--- src/rtl/load_store_unit.sv ---
// Load/store unit: byte/halfword/word accesses to a word-wide data memory with a 2-cycle read,
// sub-word stores done as read-modify-write, misaligned/illegal accesses rejected in one cycle.
//   state | meaning
//   IDLE  | waiting for req; mem_addr parked at 0
//   RD1   | memory read issued
//   RD2   | memory read in flight
//   CAP   | mem_rdData valid; captured on exit
//   WR    | memory write strobe
//   DONE  | one-cycle completion, err qualifies it
module load_store_unit #(
    parameter int ADDR_W = 32
) (
    input  logic              clk,
    input  logic              reset,
    input  logic              req,
    input  logic              we,
    input  logic [1:0]        size,
    input  logic              uns,
    input  logic [ADDR_W-1:0] addr,
    input  logic [31:0]       wdata,
    output logic [31:0]       rdata,
    output logic              busy,
    output logic              done,
    output logic              err,
    output logic [ADDR_W-1:0] mem_addr,
    output logic [31:0]       mem_wrData,
    output logic              mem_rdMem,
    output logic              mem_wrMem,
    input  logic [31:0]       mem_rdData
);

    typedef enum logic [2:0] {IDLE, RD1, RD2, CAP, WR, DONE} state_t;

    state_t              state_q, state_d;
    logic                we_q, we_d;
    logic [1:0]          size_q, size_d;
    logic                uns_q, uns_d;
    logic [1:0]          off_q, off_d;
    logic [ADDR_W-1:0]   waddr_q, waddr_d;
    logic [31:0]         wdata_q, wdata_d;
    logic                bad_q, bad_d;
    logic [31:0]         cap_q, cap_d;
    logic [31:0]         rdata_q, rdata_d;

    logic                bad_req;
    logic [7:0]          byte_sel;
    logic [15:0]         half_sel;
    logic [31:0]         load_ext;
    logic [31:0]         merged;

    always_ff @(posedge clk) begin
        if (reset) begin
            state_q <= IDLE;
            we_q    <= 1'b0;
            size_q  <= 2'b00;
            uns_q   <= 1'b0;
            off_q   <= 2'b00;
            waddr_q <= '0;
            wdata_q <= '0;
            bad_q   <= 1'b0;
            cap_q   <= '0;
            rdata_q <= '0;
        end else begin
            state_q <= state_d;
            we_q    <= we_d;
            size_q  <= size_d;
            uns_q   <= uns_d;
            off_q   <= off_d;
            waddr_q <= waddr_d;
            wdata_q <= wdata_d;
            bad_q   <= bad_d;
            cap_q   <= cap_d;
            rdata_q <= rdata_d;
        end
    end

    // Lane extraction from the word arriving in CAP, and lane merge for the RMW write-back.
    always_comb begin
        byte_sel = mem_rdData[{off_q, 3'b000} +: 8];
        half_sel = mem_rdData[{off_q[1], 4'b0000} +: 16];
        case (size_q)
            2'b00:   load_ext = {{24{~uns_q & byte_sel[7]}}, byte_sel};
            2'b01:   load_ext = {{16{~uns_q & half_sel[15]}}, half_sel};
            default: load_ext = mem_rdData;
        endcase
        merged = cap_q;
        case (size_q)
            2'b00:   merged[{off_q, 3'b000} +: 8]     = wdata_q[7:0];
            2'b01:   merged[{off_q[1], 4'b0000} +: 16] = wdata_q[15:0];
            default: merged = wdata_q;
        endcase
    end

    always_comb begin
        state_d = state_q;
        we_d    = we_q;
        size_d  = size_q;
        uns_d   = uns_q;
        off_d   = off_q;
        waddr_d = waddr_q;
        wdata_d = wdata_q;
        bad_d   = bad_q;
        cap_d   = cap_q;
        rdata_d = rdata_q;
        bad_req = (size == 2'b11) || (size == 2'b01 && addr[0]) ||
                  (size == 2'b10 && addr[1:0] != 2'b00);
        case (state_q)
            IDLE: begin
                if (req) begin
                    we_d    = we;
                    size_d  = size;
                    uns_d   = uns;
                    off_d   = addr[1:0];
                    waddr_d = {addr[ADDR_W-1:2], 2'b00};
                    wdata_d = wdata;
                    bad_d   = bad_req;
                    if (bad_req)
                        state_d = DONE;
                    else if (we && size == 2'b10)
                        state_d = WR;
                    else
                        state_d = RD1;
                end
            end
            RD1: state_d = RD2;
            RD2: state_d = CAP;
            CAP: begin
                cap_d = mem_rdData;
                if (!we_q)
                    rdata_d = load_ext;
                state_d = we_q ? WR : DONE;
            end
            WR:      state_d = DONE;
            DONE:    state_d = IDLE;
            default: state_d = IDLE;
        endcase
    end

    assign rdata      = rdata_q;
    assign busy       = (state_q != IDLE);
    assign done       = (state_q == DONE);
    assign err        = (state_q == DONE) && bad_q;
    assign mem_addr   = (state_q == IDLE) ? '0 : waddr_q;
    assign mem_rdMem  = (state_q == RD1) || (state_q == RD2) || (state_q == CAP);
    assign mem_wrMem  = (state_q == WR);
    assign mem_wrData = (state_q == WR) ? merged : 32'h0;

endmodule

--- config.mk ---
export PLATFORM = sky130hd
export DESIGN_NAME = load_store_unit
export DESIGN_NICKNAME = d
export VERILOG_FILES = /design/src/rtl/load_store_unit.sv
export SDC_FILE = /design/constraint.sdc
export NUM_CORES = 1
export LEC_CHECK = 0
export ABC_AREA = 0
export CAP_MARGIN = 10
export CORE_MARGIN = 2
export CORE_UTILIZATION = 43
export DETAILED_ROUTE_END_ITERATION = 8
export GPL_TIMING_DRIVEN = 1
export PLACE_DENSITY = 0.74
export SETUP_SLACK_MARGIN = 0.5
export SYNTH_ARGS = -nofsm -noshare
export SYNTH_HDL_FRONTEND = slang
export SYNTH_SLANG_ARGS = --single-unit
--- constraint.sdc ---
create_clock -name clk -period 4.4 [get_ports clk]
set_clock_uncertainty 0.1 [all_clocks]
set_input_delay 0.88 -clock clk [delete_from_list [all_inputs] [get_ports clk]]
set_output_delay 0.88 -clock clk [all_outputs]
set_load 0.05 [all_outputs]
; Word-level counts from Yosys, hierarchy flattened
; Cells that the tools add are included.
[word_totals]
ff_bits = 136
word_cells = 57
[op_classes]
n_mux = 11
shifts = 6
bitwise_logic = 4
reduce_logical = 14
n_addsub = 2
eq_ne = 10
[ops]
columns = cell, count
row1 = case mux 32 bit (2 select lines), 2
row2 = bitwise mux 32 bit, 2
row3 = 2-to-1 mux 32 bit, 2
row4 = "variable shift 16 x 7 -> 32 bit, first input constant", 1
row5 = "variable shift 8 x 7 -> 32 bit, first input constant", 1
row6 = variable part select 16 x 7 -> 32 bit, 1
row7 = variable part select 32 x 6 -> 16 bit, 1
row8 = variable part select 32 x 6 -> 8 bit, 1
row9 = variable part select 8 x 7 -> 32 bit, 1
row10 = case mux 3 bit (5 select lines), 1
row11 = negator 5 -> 7 bit, 2
row12 = 2-to-1 mux 3 bit, 3
row13 = "equality test 3 x 2 -> 1 bit, second input constant", 2
row14 = "equality test 3 bit, second input constant", 2
row15 = "equality test 2 x 1 -> 1 bit, second input constant", 2
row16 = "equality test 2 bit, second input constant", 2
row17 = logical AND 1 bit, 4
row18 = logical OR 1 bit, 4
row19 = AND reduction 2 bit, 2
row20 = "equality test 3 x 1 -> 1 bit, second input constant", 1
row21 = zero test 3 bit, 1
row22 = nonzero test 3 bit, 1
row23 = AND 1 bit, 2
row24 = zero test 2 bit, 1
row25 = other kinds (4), 5

; Longest topological paths before layout
; Gate-level depths: netlist of the first run.
[logic_depth]
ltp_word = 7
ltp_mapped = 8

; Worst setup path before layout of the first run
; Ideal clock, no wire load.
[synth_timing]
kind = register to output
start = reg off_q[1]
end = out mem_wrData[0]
path_slack_ns = 0.622
arrival_time_ns = 2.798
t_required_ns = 3.420
stages_incl_launch_ff = 6
path_cell_list = dfxtp_1 clkinv_1 ha_1 nor3_1 a221oi_1 nor3_1
[synth_between]
elab_chain_len = 5
elab_cells_between_ends = 10
cone_classes = add/sub (2) / shift (4) / mux (4)
[synth_rtl]
columns = item, line_no
row1 = "start, declared", 38  ; logic [1:0] off_q, off_d;
row2 = "start signal, assigned", 57  ; off_q <= 2'b00;
row3 = "start signal, assigned", 68  ; off_q <= off_d;
row4 = negator 5 -> 7 bit (on tied branches), "89, 88"
row5 = "variable part select 16 x 7 -> 32 bit, or another cell as far along", 89  ; 2'b01: merged[{off_q[1], 4'b0000} +: 16] = wdata_q[15:0];
row6 = bitwise mux 32 bit (on tied branches), "89, 88"
row7 = case mux 32 bit (2 select lines) (*), 87  ; case (size_q)
row8 = 2-to-1 mux 32 bit (*), 146  ; assign mem_wrData = (state_q == WR) ? merged : 32'h0;
row9 = "end, declared", 26  ; output logic [31:0] mem_wrData,
; Every way passes the cells marked *; elsewhere a longest branch is shown, timed or not.

; Final worst setup path of the first run
[layout_timing]
start = reg state_q[1]
end = out mem_wrData[23]
[layout_between]
elab_chain_len = 2
[layout_rtl]
columns = item, line_no
row1 = "start, declared", 34  ; state_t state_q, state_d;
row2 = "start signal, assigned", 64  ; state_q <= state_d;
row3 = equality test 3 bit, 146
row4 = 2-to-1 mux 32 bit, 146
; Every way passes these cells.

==> out/metrics.yaml, run 1 <==
outcome:
  status: "completed"
route:
  drt_iter0_drc: 581
  drc: 0
  wl_per_cell_microns: 18.23
  firstDrtPassIters: 7
  wl_microns: 22280
  antenna_left: 0
  vias: 6934
  vias_per_cell: 5.674
cts:
  cts_buffers: 17
  cts_hold_buf: 0
  tritoncts: "done"
  clkSinkCount: 136
  cts_root_buffer: "clkbuf_16"
  clkTransAtPathRegs_ns: 0.06
  cts.path.max_buffers: 2
  clk_latency_ns: 0.41
  htreeDepth: 4
min_path:
  holdCritPathClass: "reg -> reg"
  holdPathStages: 2
setup_path:
  crit_path_end: "mem_wrData[23]"
  reg2reg_slack_ns: 1.87
  r2r-end: "rdata[30]$_SDFFE_PP0P_"
  cp_max_fo: 17
  required_ns: 3.42
  cp_data_arrival_time_ns: 2.73
  end_kind: "primary output"
  start_kind: "flip-flop"
  crit_type: "reg -> out"
  critPathLaunch: "state_q[1]$_SDFFE_PP0P_"
  rr_startpoint: "state_q[1]$_SDFFE_PP0P_"
  reg2reg_depth: 4
synth:
  synth_async_sr_flop_share: 0
  synth-edff-count: 0
  synthCells: 855
  yosys_most_used_dff: "dfxtp_1"
  synth_area_sq_um: 6703
  yosysWarningCount: 0
  ys_seq_elements: 136
  ys_seq_area_frac: 0.4062
  yosys.cell_types.count: 56
  syn_area_per_cell_sq_um: 7.839
floorplan:
  fp.dieH_microns: 128.9
  fp.dieW_microns: 128.9
  num_rows: 45
  die_area_sq_um: 16600
  start_util: 0.4409
  coreArea_sq_um: 15200
  io_pins: 204
timing:
  finalHoldViolCount: 0
  setup-tns-final_ns: 0
  finalMaxSlewViolations: 0
  finalSetupViolations: 0
  rsz0062_at_grt: "no"
  post-route-period-util: 0.8434
  slew_headroom: 0.3995
  min_period_ns: 3.711
  max_slew.worst_pin.slew_ns: 0.9008
  max_freq_mhz: 269.5
grt:
  grt_pass1_wl_microns: 34360
  grt_antenna_before_repair: 0
  grt_pass1_vias: 6508
  gr-total-overflow: 0
  grt_start_max_net_pins: 59
  grt_usage: 0.2642
finish:
  drive_above_1_share: 0.1141
  n_antenna_cell: 0
  final_cell_area_sq_um: 9613
  fin_nets: 1129
  syn2layout_area_growth_pct: 43.42
  nFillCells: 1347
placement:
  placed_area_sq_um: 9037
  gp_congestion: 0.8346
  portBuffers: 201
  hpwl_microns: 15620
run:
  cap_violations: 0
pwr:
  power_density_nw_per_um2: 396.4
  p_leak_nw: 3.313
  ir_drop_mv: 0.3228
==> routing by layer <==
metal  routed length, microns  global-route usage
met1                     8830              0.3189
met2                    10770              0.4460
met3                     2075             0.08316
met4                      604             0.09079
met5                        0                   0
==> registers in the layout (all words and copies together), names as in the netlist <==
register,count
size_q,2
bad_q,1
off_q,2
rdata,32
we_q,1
wdata_q,32
state_q,3
waddr_q,30
cap_q,32
uns_q,1
==> worst max-delay path: stages (launching register included) <==
cell and delay [ns]:
dfxtp_1 0.43, nor2_1 0.24, nand2_1 0.36, buf_4 0.35
nor2_1 0.47, a32o_1 0.29, buf_12 0.16
==> stage by stage <==
step                      setup WS [ns]  utilization  hold slack [ns]  instances  total power, mW
after floorplan                  0.6220            -           0.3317        856            2.111
after global placement           0.6477       0.5945           0.3369       1189            2.479
after detailed placement         0.5715       0.5945           0.3419       1189            2.492
after CTS                        0.5065       0.6318           0.3493       1222            3.816
after global routing             0.5153       0.6323           0.3638       1222            3.970
final                            0.6891       0.6323           0.3481       1222            3.810
==> final cells by class <==
type	instances	area [sq um]	area share
inverters	10	41.29	0.004295
multi-input cells	640	3625	0.3771
clock inverters	8	72.57	0.007549
repair buffers	216	2442	0.2541
clock buffers	24	471.7	0.04907
well taps	188	235.2	0.02447
flip-flops and latches	136	2725	0.2835
==> cell usage in the layout, fill, tap and decap left out, types with 10 or more instances in the layout <==
cell             instances
nand2_1                237
clkdlybuf4s50_1        168
dfxtp_1                134
a21oi_1                113
nor2b_1                 39
nor2_1                  35
buf_12                  32
o22ai_1                 23
a221oi_1                23
nor3_1                  22
clkbuf_16               17
buf_4                   16
mux2_2                  15
mux2i_1                 13
a211oi_2                10
==> power breakdown <==
part / switching, mW / internal (mW) / leakage, nW
Combinational: 0.655 / 0.393 / 1.94
Clock: 0.529 / 0.803 / 0.260
Sequential: 0.0972 / 1.33 / 1.11
Total: 1.28 / 2.53 / 3.31
==> kinds of logic after synthesis <==
family / after synthesis / share of synthesized area
adder cells (fa/ha/maj): 5 / 0.009334
flip-flops: 136 / 0.4062
other: 1 / 0.0005595
multiplexers: 28 / 0.04461
buffers and inverters: 80 / 0.05675
AND/OR/NAND/NOR: 363 / 0.2386
AO/OA/AOI/OAI: 241 / 0.2427
XOR/XNOR: 1 / 0.001307
==> cells in the mapped netlist, types with 9 or more instances <==
cell type  count  area [sq um]
clkbuf_1      39         146.4
nor2_1        36         135.1
a211oi_1       9         67.56
mux2_2        15         168.9
nor2b_1       39         244.0
nor3_1        22         110.1
buf_2         19         95.09
dfxtp_1      136          2723
nand3_1        9         45.04
nand2_1      238         893.4
a221oi_1      23         201.4
mux2i_1       13         130.1
a211oi_2      10         125.1
o22ai_1       24         150.1
a21oi_1      113         565.5
==> repair_timing <==
item / CTS / global route
setup endpoints to repair: 9 / 32
pin swaps: 1 / 0
resized for setup: 2 / 4
setup buffers: 1 / 0
==> worst min path at each step <==
stage | start | to | slack [ns]
after floorplan | bad_q$_SDFFE_PP0P_ | bad_q$_SDFFE_PP0P_ | 0.33
after global placement | waddr_q[20]$_SDFFE_PP0P_ | waddr_q[20]$_SDFFE_PP0P_ | 0.34
after detailed placement | waddr_q[11]$_SDFFE_PP0P_ | waddr_q[11]$_SDFFE_PP0P_ | 0.34
after CTS | waddr_q[28]$_SDFFE_PP0P_ | waddr_q[28]$_SDFFE_PP0P_ | 0.35
after global routing | waddr_q[14]$_SDFFE_PP0P_ | waddr_q[14]$_SDFFE_PP0P_ | 0.36
final | waddr_q[14]$_SDFFE_PP0P_ | waddr_q[14]$_SDFFE_PP0P_ | 0.35
No activity file was read; power rests on OpenSTA's default activity.
==> run 2, diff against run 1 <==
- clock period: 4.4 -> 3.75 ns (I/O delays scaled with it)
==> run 2 against run 1 <==
- worst hold slack lost 0.00093 ns
- via count grew 0.94%
- global-route usage grew 0.23 points
- die area is the same
- final area grew 3.5%
- first-iteration DRC count grew 1.4%
- setup slack lost 0.12 ns
- critical path depth shrank 1
==> out/metrics.yaml, run 2 (synthesis gave the netlist of run 1 again) <==
min_path:
  holdCritPathClass: "reg -> reg"
route:
  wl_per_cell_microns: 18.05  # -0.99%
  drt_iter0_drc: 589  # +1.4%
  drc: 0  # unchanged
  vias_per_cell: 5.704  # +0.53%
  firstDrtPassIters: 5  # -2
  antenna_left: 0  # unchanged
  vias: 6999  # +0.94%
  wl_microns: 22150  # -0.58%
finish:
  final_cell_area_sq_um: 9953  # +3.5%
  drive_above_1_share: 0.1521  # +0.03795
  fin_nets: 1134  # +0.44%
  finish.utilization: 0.6547  # +0.02239
  finalNonFillerCells: 1227  # +0.41%
  seqCellArea_sq_um: 2729  # +0.14%
  syn2layout_area_growth_pct: 48.50
  nFillCells: 1284  # -4.7%
  final_cell_mix: "nand2_1, clkdlybuf4s50_1, dfxtp_1"
  multi_input_area_sq_um: 3741  # +3.2%
  n_antenna_cell: 0  # unchanged
  final_common_cell: "nand2_1"
grt:
  gr-total-overflow: 0  # unchanged
  grt_usage: 0.2665  # +0.002309
  grt_start_max_net_pins: 59  # unchanged
  grt_pass1_vias: 6607  # +1.5%
  grt_pass1_wl_microns: 34690  # +0.98%
  grt_antenna_before_repair: 0  # unchanged
setup_path:
  required_ns: 2.90  # -0.52 ns
  slowest_delay_ns: 0.45  # -0.02 ns
  path_cells: "nor2_2 -> nand2_2 -> buf_4 -> nor3_2 -> clkbuf_16"
  reg2reg_depth: 6  # +2
  reg2reg_slack_ns: 1.38  # -0.49 ns
  crit_type: "reg -> out"
  r2r-end: "off_q[1]$_SDFFE_PP0P_"
  rr_startpoint: "state_q[2]$_SDFFE_PP0P_"
  cp_data_arrival_time_ns: 2.33  # -0.40 ns
  start_kind: "flip-flop"
  critPathSlowestCell: "dfxtp_1"
  crit_path_end: "mem_wrData[24]"
  end_kind: "primary output"
  critPathLaunch: "state_q[1]$_SDFFE_PP0P_"
  cp_max_fo: 19  # +2
timing:
  slew_headroom: 0.4701  # +0.07060
  finalMaxSlewViolations: 0  # unchanged
  setup-tns-final_ns: 0  # unchanged
  max_freq_mhz: 314.3
  post-route-period-util: 0.8485
  finalHoldViolCount: 0  # unchanged
  hold_ws_ns: 0.3472  # -0.0009310 ns
  max_slew.worst_pin.slew_ns: 0.7888  # -0.1120 ns
  rsz0062_at_grt: "no"
  fin_ws_ns: 0.5682  # -0.1209 ns
  min_period_ns: 3.182
  finalSetupViolations: 0  # unchanged
placement:
  gp_congestion: 0.9164  # +9.8%
  placed_area_sq_um: 9158  # +1.3%
  place_ws_ns: 0.6989  # +0.1274 ns
  portBuffers: 201  # unchanged
  hpwl_microns: 15430  # -1.3%
  place_inst: 1191  # +0.17%
cts:
  clk_latency_ns: 0.41  # about the same
  cts_root_buffer: "clkbuf_16"
  cts.path.max_buffers: 2  # unchanged
  cts_hold_buf: 0  # unchanged
  tritoncts: "done"
  cts_buffers: 17  # unchanged
  htreeDepth: 4  # unchanged
  clkTransAtPathRegs_ns: 0.06  # about the same
  clkSinkCount: 136  # unchanged
floorplan:
  fp.dieW_microns: 128.9  # unchanged
  coreArea_sq_um: 15200  # unchanged
  die_area_sq_um: 16600  # unchanged
  io_pins: 204  # unchanged
  num_rows: 45  # unchanged
  start_util: 0.4409  # unchanged
  fp.dieH_microns: 128.9  # unchanged
pwr:
  p_leak_nw: 3.917  # +18%
  ir_drop_mv: 0.3566  # +10%
  power_density_nw_per_um2: 468.8  # +18%
  total_power_mw: 4.666  # +22%
run:
  cap_violations: 0  # unchanged
outcome:
  status: "completed"
-- run 2: changes by cell type in the layout (fill, tap and decap cells not counted), sizes merged --
cell,delta
dlygate4sd2,+1
clkinv,+1
clkdlybuf4s50,-30
inv,+3
dlymetal6s2s,+29
clkbuf,-5
bufinv,+2
buf,+4
-- run 2: where the power goes --
part	internal [mW]	switching, mW	leakage (nW)
clock network	1.07	0.651	0.293
registers	1.56	0.116	1.11
logic	0.481	0.789	2.52
total	3.11	1.56	3.92
-- run 2: repair_timing --
item	CTS	global route
resized for setup	10	46
pin swaps	1	1
setup buffers	1	3
endpoints found under the setup margin	33	55
-- run 2: how the worst min path moves through the flow --
| stage | start | to | slack [ns] | cells past startpoint |
|---|---|---|---|---|
| floorplan | bad_q$_SDFFE_PP0P_ | bad_q$_SDFFE_PP0P_ | 0.33 | 2 |
| global placement | waddr_q[17]$_SDFFE_PP0P_ | waddr_q[17]$_SDFFE_PP0P_ | 0.34 | 2 |
| detailed placement | waddr_q[4]$_SDFFE_PP0P_ | waddr_q[4]$_SDFFE_PP0P_ | 0.34 | 2 |
| CTS | waddr_q[28]$_SDFFE_PP0P_ | waddr_q[28]$_SDFFE_PP0P_ | 0.35 | 2 |
| global route | waddr_q[8]$_SDFFE_PP0P_ | waddr_q[8]$_SDFFE_PP0P_ | 0.37 | 2 |
| finish | waddr_q[26]$_SDFFE_PP0P_ | waddr_q[26]$_SDFFE_PP0P_ | 0.35 | 2 |
-- run 2: cell type report --
cell class,count,area share
multi-input combinational,640,0.3759
timing repair buffer,221,0.2606
clock buffer,18,0.04412
inverter,10,0.004400
sequential,136,0.2742
clock inverter,14,0.01722
tap,188,0.02363
-- run 2: critical path: cells and delay by family, from the launching register on --
kind                   cells  cell delay, ns
flip-flops                 1            0.45
buffers and inverters      2            0.59
AND/OR/NAND/NOR            3            0.87
-- run 2: per-layer routing --
layer / track usage / wire length [microns]
met1: 0.3263 / 8717
met2: 0.4342 / 10610
met3: 0.08940 / 2082
met4: 0.1042 / 747
met5: 0 / 0
==> run 3, diff against run 2 <==
- PLACE_DENSITY: 0.74 -> 0.77
- clock period: 3.75 -> 2.7 ns (I/O delays scaled with it)
==> run 3 against run 2 <==
- the flow now finishes with violations (negative setup slack)
- non-clock buffer count is 45 higher
- critical path type unchanged
- sequential cell count unchanged
- clock-buffer cell count rose by 2
- clock power grew 40%
- final area up 16%
- utilization increased by 11 points
- setup slack lost 0.63 ns
- via count is 9.7% higher
- largest cell class unchanged
- total power up 61%
- worst hold slack worse by 0.0021 ns
- global-route usage up 3.1 points
- die area unchanged
==> out/metrics.yaml, run 3 (synthesis gave the netlist of run 1 again) <==
setup_path:
  required_ns: 2.06  # -0.84 ns
  start_kind: "flip-flop"
  end_kind: "primary output"
  cp_max_fo: 8  # -11
  cp_data_arrival_time_ns: 2.12  # -0.21 ns
  crit_type: "reg -> out"
finish:
  nFillCells: 990  # -23%
  final_cell_area_sq_um: 11570  # +16%
  drive_above_1_share: 0.3143  # +0.1622
  final_cell_mix: "nand2_1, dfxtp_1, a21oi_1"
  n_antenna_cell: 0  # unchanged
  syn2layout_area_growth_pct: 72.60
  final_common_cell: "nand2_1"
  fin_nets: 1180  # +4.1%
  finish.utilization: 0.7610  # +0.1063
  finalNonFillerCells: 1273  # +3.7%
pwr:
  power.share.switching: 0.3572  # +0.02395
  pwr-share-seq: 0.313  # -0.047
  switchingPower_mw: 2.678  # +72%
  pwr-share-clk: 0.322  # -0.046
  ir_drop_mv: 0.5046  # +42%
  power_density_nw_per_um2: 647.9  # +38%
  combPwrFrac: 0.365  # +0.093
  p_leak_nw: 4.351  # +11%
  intPower_mw: 4.818  # +55%
run:
  cap_violations: 0  # unchanged
placement:
  hpwl_microns: 15900  # +3.1%
  place_inst: 1207  # +1.3%
  placed_area_sq_um: 9450  # +3.2%
  portBuffers: 201  # unchanged
  gp_congestion: 0.9279  # +1.3%
route:
  firstDrtPassIters: 7  # +2
  vias_per_cell: 6.031  # +5.7%
  antenna_left: 0  # unchanged
  drc: 0  # unchanged
  drt_iter0_drc: 687  # +17%
  wl_microns: 26890  # +21%
  vias: 7678  # +9.7%
  wl_per_cell_microns: 21.12  # +17%
timing:
  finalSetupViolations: 26  # +26
  min_period_ns: 2.764
  fin_ws_ns: -0.06384  # -0.6321 ns
  setup-tns-final_ns: -0.6790  # -0.6790 ns
  finalMaxSlewViolations: 0  # unchanged
  max_slew.worst_pin.slew_ns: 0.7135  # -0.07528 ns
  slew_headroom: 0.5233  # +0.05317
  post-route-period-util: 1.024
  finalHoldViolCount: 0  # unchanged
  max_freq_mhz: 361.8
  rsz0062_at_grt: "yes"
grt:
  grt_pass1_vias: 7348  # +11%
  grt_antenna_before_repair: 0  # unchanged
  grt_pass1_wl_microns: 38430  # +11%
  gr-total-overflow: 0  # unchanged
  grt_start_max_net_pins: 74  # +25%
  grt_usage: 0.2976  # +0.03109
cts:
  cts_hold_buf: 0  # unchanged
  htreeDepth: 4  # unchanged
  clkSinkCount: 136  # unchanged
  cts_root_buffer: "clkbuf_16"
  clk_latency_ns: 0.42  # about the same
  cts_buffers: 17  # unchanged
  clkTransAtPathRegs_ns: 0.06  # about the same
  tritoncts: "done"
  cts.path.max_buffers: 2  # unchanged
floorplan:
  start_util: 0.4409  # unchanged
  fp.dieW_microns: 128.9  # unchanged
  die_area_sq_um: 16600  # unchanged
  coreArea_sq_um: 15200  # unchanged
  io_pins: 204  # unchanged
  fp.dieH_microns: 128.9  # unchanged
  num_rows: 45  # unchanged
outcome:
  status: "finished, violations left"
  violations: "negative setup slack"
min_path:
  holdCritPathClass: "in -> reg"
run 3: routing by layer:
layer / share of wire / GRT usage / vias up
li1: - / - / 3450
met2: 0.49 / 0.5017 / 481
met4: 0.055 / 0.1662 / 0
met5: 0 / 0 / -
met1: 0.36 / 0.3415 / 3626
met3: 0.094 / 0.08191 / 121
run 3: final cells by class:
type,count,area (sq um),area share
Sequential cell,136,2735,0.2364
Inverter,10,86.33,0.007463
Timing Repair Buffer,266,3256,0.2814
Clock inverter,12,140.1,0.01211
Clock buffer,20,466.7,0.04034
Multi-Input combinational cell,641,4649,0.4019
Tap cell,188,235.2,0.02033
run 3: per-stage QoR:
stage                     hold WS [ns]  total power, mW  setup WS, ns
final                           0.3451            7.496      -0.06384
after global routing            0.3396            7.750       -0.1253
after CTS                       0.3271            7.111      -0.03178
after detailed placement        0.3417            4.251        0.2202
after global placement          0.3365            4.229        0.2357
after floorplan                 0.3317            3.589       0.08478
run 3: power by group through the flow:
stage / logic (mW) / clock network [mW] / registers, mW
4_1_cts: 2.38 / 2.40 / 2.32
3_3_place_gp: 1.88 / 0 / 2.35
2_1_floorplan: 1.19 / 0 / 2.40
3_5_place_dp: 1.90 / 0 / 2.35
6_report: 2.74 / 2.41 / 2.35
5_1_grt: 2.87 / 2.52 / 2.36
run 3: worst max-delay path: stages, from the launching register on:
cell	delay (ns)
dfxtp_4	0.41
buf_4	0.15
ha_4	0.15
clkinvlp_4	0.18
a221o_1	0.36
a32o_2	0.30
buf_12	0.15
run 3: worst paths after layout:
kind | startpoint | end | slack [ns] | depth (start not counted)
hold reg to reg | wdata_q[23]$_SDFFE_PP0P_ | wdata_q[23]$_SDFFE_PP0P_ | 0.36 | 2
setup reg to reg | state_q[1]$_SDFFE_PP0P_ | rdata[30]$_SDFFE_PP0P_ | 0.47 | 9
setup / recovery | off_q[1]$_SDFFE_PP0P_ | mem_wrData[16] | -0.06 | 6
hold / removal | reset | rdata[28]$_SDFFE_PP0P_ | 0.35 | 2
run 3: repair_timing:
item / in CTS / in global routing
cloned: 4 / 5
pin swaps: 23 / 26
setup endpoints to repair: 86 / 105
setup buffers: 20 / 5
gates resized for setup: 173 / 121
